===== src/rtl/fifo_serial_tx.sv =====
// Serial transmitter fed by a latch FIFO: one-word holding register in front of
// a START/DATA/PARITY/STOP shift engine, LSB first, line idles high.
module fifo_serial_tx #(
  parameter int WIDTH        = 6,
  parameter int CLKS_PER_BIT = 4,
  parameter int PARITY_EN    = 0,
  parameter int PARITY_ODD   = 0
) (
  input  logic             clk,
  input  logic             reset_n,
  input  logic [WIDTH-1:0] fifo_data,
  input  logic             fifo_write,
  output logic             fifo_pop,
  output logic             tx,
  output logic             busy,
  output logic             frame_done,
  output logic [2:0]       state_dbg
);

  localparam int IDX_W = $clog2(WIDTH + 1);
  localparam logic [7:0] BIT_LAST = 8'(CLKS_PER_BIT - 1);
  localparam logic [IDX_W-1:0] IDX_LAST = IDX_W'(WIDTH - 1);

  typedef enum logic [2:0] {
    IDLE   = 3'd0,
    START  = 3'd1,
    DATA   = 3'd2,
    PARITY = 3'd3,
    STOP   = 3'd4
  } state_t;

  state_t             state, state_n;
  logic [WIDTH-1:0]   hold, hold_n;
  logic               hold_valid, hold_valid_n;
  logic [WIDTH-1:0]   shifter, shifter_n;
  logic [7:0]         timer, timer_n;
  logic [IDX_W-1:0]   bit_idx, bit_idx_n;
  logic               par_bit, par_bit_n;
  logic               tx_n;
  logic               load;

  // Handshake: fifo_write is valid, fifo_pop is ready; a word transfers on a
  // rising edge where both are high. Ready depends only on the holding register.
  assign fifo_pop   = reset_n && !hold_valid;
  assign busy       = hold_valid || (state != IDLE);
  assign frame_done = (state == STOP) && (timer == 8'd0);
  assign state_dbg  = state;

  always_ff @(posedge clk or negedge reset_n) begin
    if (!reset_n) begin
      state      <= IDLE;
      hold       <= '0;
      hold_valid <= 1'b0;
      shifter    <= '0;
      timer      <= 8'd0;
      bit_idx    <= '0;
      par_bit    <= 1'b0;
      tx         <= 1'b1;
    end else begin
      state      <= state_n;
      hold       <= hold_n;
      hold_valid <= hold_valid_n;
      shifter    <= shifter_n;
      timer      <= timer_n;
      bit_idx    <= bit_idx_n;
      par_bit    <= par_bit_n;
      tx         <= tx_n;
    end
  end

  always_comb begin
    state_n      = state;
    hold_n       = hold;
    hold_valid_n = hold_valid;
    shifter_n    = shifter;
    timer_n      = timer;
    bit_idx_n    = bit_idx;
    par_bit_n    = par_bit;
    tx_n         = tx;
    load         = 1'b0;

    case (state)
      IDLE: begin
        tx_n = 1'b1;
        if (hold_valid) load = 1'b1;
      end
      START: begin
        if (timer == 8'd0) begin
          state_n   = DATA;
          timer_n   = BIT_LAST;
          bit_idx_n = '0;
          tx_n      = shifter[0];
        end else begin
          timer_n = timer - 8'd1;
        end
      end
      DATA: begin
        if (timer == 8'd0) begin
          timer_n = BIT_LAST;
          if (bit_idx == IDX_LAST) begin
            if (PARITY_EN != 0) begin
              state_n = PARITY;
              tx_n    = par_bit;
            end else begin
              state_n = STOP;
              tx_n    = 1'b1;
            end
          end else begin
            shifter_n = shifter >> 1;
            bit_idx_n = bit_idx + 1'b1;
            tx_n      = shifter_n[0];
          end
        end else begin
          timer_n = timer - 8'd1;
        end
      end
      PARITY: begin
        if (timer == 8'd0) begin
          state_n = STOP;
          timer_n = BIT_LAST;
          tx_n    = 1'b1;
        end else begin
          timer_n = timer - 8'd1;
        end
      end
      STOP: begin
        if (timer == 8'd0) begin
          // A waiting word starts immediately so frames stay contiguous.
          if (hold_valid) begin
            load = 1'b1;
          end else begin
            state_n = IDLE;
            tx_n    = 1'b1;
          end
        end else begin
          timer_n = timer - 8'd1;
        end
      end
      default: begin
        state_n = IDLE;
        tx_n    = 1'b1;
      end
    endcase

    if (load) begin
      shifter_n    = hold;
      par_bit_n    = (^hold) ^ (PARITY_ODD != 0);
      hold_valid_n = 1'b0;
      state_n      = START;
      timer_n      = BIT_LAST;
      bit_idx_n    = '0;
      tx_n         = 1'b0;
    end

    // Capture needs hold_valid=0, load needs hold_valid=1: never both.
    if (fifo_pop && fifo_write) begin
      hold_n       = fifo_data;
      hold_valid_n = 1'b1;
    end
  end

endmodule


===== config.mk =====
export PLATFORM = sky130hd
export DESIGN_NAME = fifo_serial_tx
export DESIGN_NICKNAME = d
export VERILOG_FILES = /design/src/rtl/fifo_serial_tx.sv
export SDC_FILE = /design/constraint.sdc
export NUM_CORES = 1
export LEC_CHECK = 0
export BUFFER_PORTS_ARGS = -buffer_cell sky130_fd_sc_hd__buf_2
export CAP_MARGIN = 40
export CORE_MARGIN = 4
export CORE_UTILIZATION = 58
export CTS_CLUSTER_DIAMETER = 50
export CTS_CLUSTER_SIZE = 14
export DETAILED_ROUTE_END_ITERATION = 8
export HOLD_SLACK_MARGIN = 0.1
export PLACE_DENSITY = 0.89
export SYNTH_ARGS = -nofsm -noshare
export SYNTH_HDL_FRONTEND = slang
export SYNTH_SLANG_ARGS = --single-unit

===== constraint.sdc =====
create_clock -name clk -period 2.8 [get_ports clk]
set_clock_uncertainty 0.1 [all_clocks]
set_input_delay 0.14 -clock clk [delete_from_list [all_inputs] [get_ports clk]]
set_output_delay 0.14 -clock clk [all_outputs]
set_load 0.01 [all_outputs]

After elaboration in Yosys (flattened, before gate mapping)
Index checks and enable logic that the tools add are counted.

word-level totals
  register bits after elaboration = 28

cells by class
  multiplexer cells = 34
  equality and inequality tests = 15
  add/subtract/negate cells = 2
  reductions and logical operators = 19

operator list
  operator               number
  $mux W3                11
  $mux W6                4
  $mux W8                3
  $ne A3 B3 Y1 const B   7
  $pmux W8 S2            1
  $pmux W3 S5            1
  $mux W1                11
  $reduce_bool A3 Y1     3
  $logic_not A8 Y1       1
  $sub A8 B1 Y8 const B  1
  $reduce_and A7 Y1      1
  $eq A3 B2 Y1 const B   2
  $eq A3 B3 Y1 const B   2
  $pmux W3 S2            1
  $reduce_bool A2 Y1     3
  $reduce_and A5 Y1      1
  $ne A2 B2 Y1 const B   2
  $pmux W1 S4            1
  $reduce_and A4 Y1      1
  $add A3 B1 Y3 const B  1
  $eq A3 B1 Y1 const B   1
  $logic_and A1 B1 Y1    3
  $logic_not A3 Y1       1
  $ne A3 B2 Y1 const B   1
  other kinds (6)        6

Longest topological paths before layout
  word-level depth = 5
  depth in mapped cells = 9

Least setup slack after synthesis
Ideal clock, no wire load.

  path type = register to register
  start = register timer[5]
  end = register shifter[1]
  required time = 2.578 ns
  stages on the path, launching flop included = 8
  library setup time = 0.122 ns
  buffers on the path = 2
  path slack = 0.673 ns
  clock period less this slack = 2.127 ns
  arrival = 1.905 ns
  path through = dfrtp_1 > or4_1 > buf_2 > nand2b_4 > buf_6 > nor3_4 > mux2i_1 > o21ai_2

on the way
  word-level cells in the longest chain between the ends = 5

ends and longest elaborated chain
  what                                                                 line     source
  start, declared                                                      36       logic [7:0] timer, timer_n;
  start signal, assigned                                               64       timer <= timer_n;
  $logic_not A8 Y1 (*)                                                 98, 127
  $mux W1                                                              127      if (timer == 8'd0) begin
  $pmux W1 S2                                                          82       case (state)
  $ne A2 B2 Y1 (no source line) or $reduce_bool A2 Y1 (tied branches)  n/a
  $reduce_and A3 Y1 (no source line)                                   n/a
  end signal, assigned                                                 63       shifter <= shifter_n;
  end, declared                                                        35       logic [WIDTH-1:0] shifter, shifter_n;

Mark *: on every way between the ends. The rest lies on a longest branch, timed or not.
A chain may end at the register's enable or synchronous reset.

Final worst setup path
  start = register timer[0]
  end = register bit_idx[0]

on the way
  word-level cells in the longest chain between the ends = 5

ends and longest elaborated chain
  what                                                                 line         source
  $logic_not A8 Y1 (*)                                                 88, 98, 127
  $mux W1                                                              127
  $pmux W1 S2                                                          82
  $ne A3 B3 Y1 (no source line) or $reduce_bool A3 Y1 (tied branches)  n/a
  $reduce_and A4 Y1 (no source line)                                   n/a
  end signal, assigned                                                 65           bit_idx <= bit_idx_n;
  end, declared                                                        37           logic [IDX_W-1:0] bit_idx, bit_idx_n;

Marks and branches as above.

==> key figures <==
Floorplanning
  – Core Region: 2540 µm²
  – IO Pins: 16
  – Die ar.: 3640 µm²
  – Initial Util: 0.624
  – Die Ht: 60.3 µm
  – Row count: 18
  – Die W: 60.3 µm

Global routing
  – Vias in the first global route: 1,258
  – Largest net degree at the start of global routing: 29
  – Grt ovf: 0
  – Initial antenna violation count: 0
  – Tot GR Track Use: 0.212
  – First-pass GRT wire length: ~5.7 mm

Drt
  – Total number of vias: 1,332
  – Drt first pass iters: 4
  – Routed Antenna Nets: 0
  – Drt wl/cell: 16.8 µm
  – DRT Wirelength: 3.62 mm
  – Iter 0 DRT Violations: 77
  – DR DRC count: 0
  – Vias/cell: 6.20

Placed design
  – I/O Buffers: 15
  – Final GP Congestion: 0.863
  – Cells after DPL: approximately 200
  – DP HPWL: approximately 2.5 mm

Clock tree
  – CTS H-tree depth: 1
  – CTS Buf Count: 3
  – Clk root buf: clkbuf_4
  – Post-CTS Setup Bufs: 0
  – Clk_lat worst skew: 340 ps
  – Cts hold-fix bufs: 8
  – Clock transition at the registers of the reported paths: roughly 160 ps
  – CTS tree: yes
  – Post-cts sizing count: 0
  – Max clock buf depth: 2
  – Sink Count: 28

Power
  – Sw Share: 0.407
  – Clock share of power: 0.148
  – Peak supply drop: about 0.64 mV
  – Comb pwr share: 0.438
  – Switching power: roughly 0.74 mW
  – Power Internal: between 1 and 1.5 mW
  – LEAKAGE: between 0.7 and 0.8 nW
  – Pwr Density: 1010 nW/µm²
  – Seq pwr share: 0.414

Timing
  – Final worst-path cycle share: 0.888
  – Fin. Hold Viols: 0
  – RSZ-0062 raised after global routing: no
  – Final setup violation count: 0
  – Fin crit period: 2490 ps
  – Tightest Pin Transition: 807 ps
  – Setup TNS: 0 ps
  – Slew margin rel.: 0.462
  – Final Max Slew Viols: 0
  – Fmax: 402 MHz

Critical path
  – Data required, critical path: 2940 ps
  – CP Launch Type: flop
  – Top cell by count, worst path: nor2_1
  – CP endpoint kind: flop
  – CP top delay family: simple AND/OR/NAND/NOR gates
  – Bufs and invs on worst path: 1
  – Max stage delay on crit path: 490 ps
  – CP Cell Sequence: inv_1, ha_1, or3b_2, nor2_1, mux2i_1, o31ai_1, nor2_1
  – Critical path peak fanout: 9
  – Crit path kind: reg -> reg
  – WP data arrival: between 2000 and 3000 ps
  – Slowest CP cell: nor2_1

Synthesis
  – Syn avg cell area: between 9 and 10 µm²
  – Distinct cells, synth: 46
  – Mapped Area: 1590 µm²
  – Seq/Total Area, Yosys: 0.442
  – Top cells by area, synth: dfrtp_1 43%, nand2_1 4.3%, mux2_2 4.3%
  – Post-synth top area share: 0.425
  – Yosys warns: 0
  – Cell taking the most area after synthesis: dfrtp_1
  – Net Count, Synth: 178
  – Synth Instances: 165
  – #FFs+latches synth: 28

Job
  – Max_cap viols: 0

Finish
  – Area Growth Syn to Fin: 13.9%
  – Share of cells above drive strength 1: 0.216
  – Finished Layout Cells: around 220
  – ANT cells: 0
  – NumNets Final: just under 200

Hold path
  – Hold WC Path Type: in -> async

Status
  – Status: complete, no violations
==> flip-flops by register name, summed over array words and instances (netlist names) <==
register,flops
timer,8
bit_idx,3
tx,1
shifter,6
state_dbg,3
hold,6
hold_valid,1
==> worst reg2reg max path, delay by kind of cell, from the launching register on <==
family / cells / cell delay (ps)
AOI/OAI and AO/OA: 1 / 310
DFF: 1 / 470
buffers and inverters: 1 / 110
and+or+nand+nor: 3 / 1040
adders and majority gates: 1 / 170
muxes: 1 / 180
==> metrics by stage <==
stage	util	worst slack [ps]	cell area [µm²]	hold slack, ps	total power [mW]
4_1_cts	0.711	346	1810	236	1.81
3_3_place_gp	0.659	500	1680	81.1	1.47
6_report	0.711	315	1810	221	1.82
2_1_floorplan	-	673	1590	-256	1.33
3_5_place_dp	0.659	363	1680	83.2	1.53
5_1_grt	0.711	142	1810	242	1.93
==> synthesized netlist by cell type (all sizes together) <==
| cell | instances |
|---|---|
| clkbuf | 7 |
| o41ai | 1 |
| a21oi | 14 |
| o211ai | 1 |
| o2bb2ai | 1 |
| buf | 3 |
| xnor2 | 3 |
| or3 | 1 |
| a31o | 1 |
| nor2 | 14 |
| nor2b | 2 |
| or3b | 1 |
| a21o | 1 |
| o21bai | 1 |
| o311a | 1 |
| dfstp | 1 |
| nand2 | 18 |
| a21boi | 1 |
| or4 | 1 |
| inv | 7 |
| o22a | 1 |
| nand3 | 3 |
| a2111oi | 1 |
| or2 | 1 |
| nor4b | 1 |
| mux2 | 6 |
| ha | 4 |
| dfrtp | 27 |
| nand2b | 4 |
| nor3 | 6 |
| a32oi | 1 |
| a22oi | 3 |
| nand3b | 1 |
| nor3b | 1 |
| a221oi | 1 |
| o31ai | 4 |
| o21ai | 8 |
| o221ai | 2 |
| xor2 | 3 |
| mux2i | 5 |
| o22ai | 2 |
==> final timing paths <==
check / start / end / slack (ps) / depth (start not counted)
hold reg to reg: hold[5]$_DFFE_PN0P_ / shifter[5]$_DFFE_PN0P_ / 400 / 2
min in group clk: hold[5]$_DFFE_PN0P_ / shifter[5]$_DFFE_PN0P_ / 400 / 2
setup / recovery: timer[0]$_DFFE_PN0P_ / bit_idx[0]$_DFFE_PN0P_ / 310 / 7
setup reg to reg: timer[0]$_DFFE_PN0P_ / bit_idx[0]$_DFFE_PN0P_ / 310 / 7
max in group asynchronous: reset_n / tx$_DFFE_PN1P_ / 2060 / 3
hold / removal: reset_n / state_dbg[2]$_DFFE_PN0P_ / 220 / 3
==> logic make-up after synthesis <==
group                    after synthesis  synth area share
multiplexers                          11            0.0740
XOR/XNOR                               6            0.0331
AO/OA/AOI/OAI                         45             0.197
flip-flops                            28             0.442
AND/OR/NAND/NOR                       54             0.176
adder cells (fa/ha/maj)                4            0.0315
buffers and inverters                 17            0.0465
==> layout by cell type, fill, tap and decap left out, types with 2 or more instances in the layout <==
cell and instances:
a21oi_1 13, a22oi_1 3, buf_2 15, buf_4 3, clkbuf_4 3, dfrtp_1 27, dlygate4sd3_1 8, ha_1 4
inv_1 7, mux2_2 6, mux2i_1 5, nand2_1 18, nand2b_1 3, nand3_1 3, nor2_1 14, nor2b_1 2
nor3_1 5, o21ai_0 4, o21ai_2 4, o221ai_1 2, o22ai_1 2, o31ai_1 4, xnor2_1 3, xor2_1 3
==> final cells by class <==
cell class / count / area [µm²]
Multi-Input combinational cell: 120 / 813
Fill cell: 186 / 736
Sequential cell: 28 / 702
Timing Repair Buffer: 26 / 178
Tap cell: 30 / 37.5
Clock inverter: 1 / 30.0
Inverter: 7 / 26.3
Clock buffer: 3 / 22.5
==> power groups by stage <==
stage / sequential [mW] / clock, mW / combinational, mW
floorplan: 0.687 / 0 / 0.642
global placement: 0.739 / 0 / 0.733
detailed placement: 0.755 / 0 / 0.774
CTS: 0.746 / 0.272 / 0.790
global route: 0.769 / 0.289 / 0.872
finish: 0.754 / 0.269 / 0.797
==> per-layer routing <==
layer  part of all wire  up-vias  GRT usage  wire length [µm]
li1                   -      627          -                 -
met1               0.41      626      0.271              1490
met2               0.49       64      0.353              1770
met3              0.064       15     0.0277               231
met4              0.034        0      0.104               123
met5                  0        -          0                 0
Power figures use the tool's default switching activity.
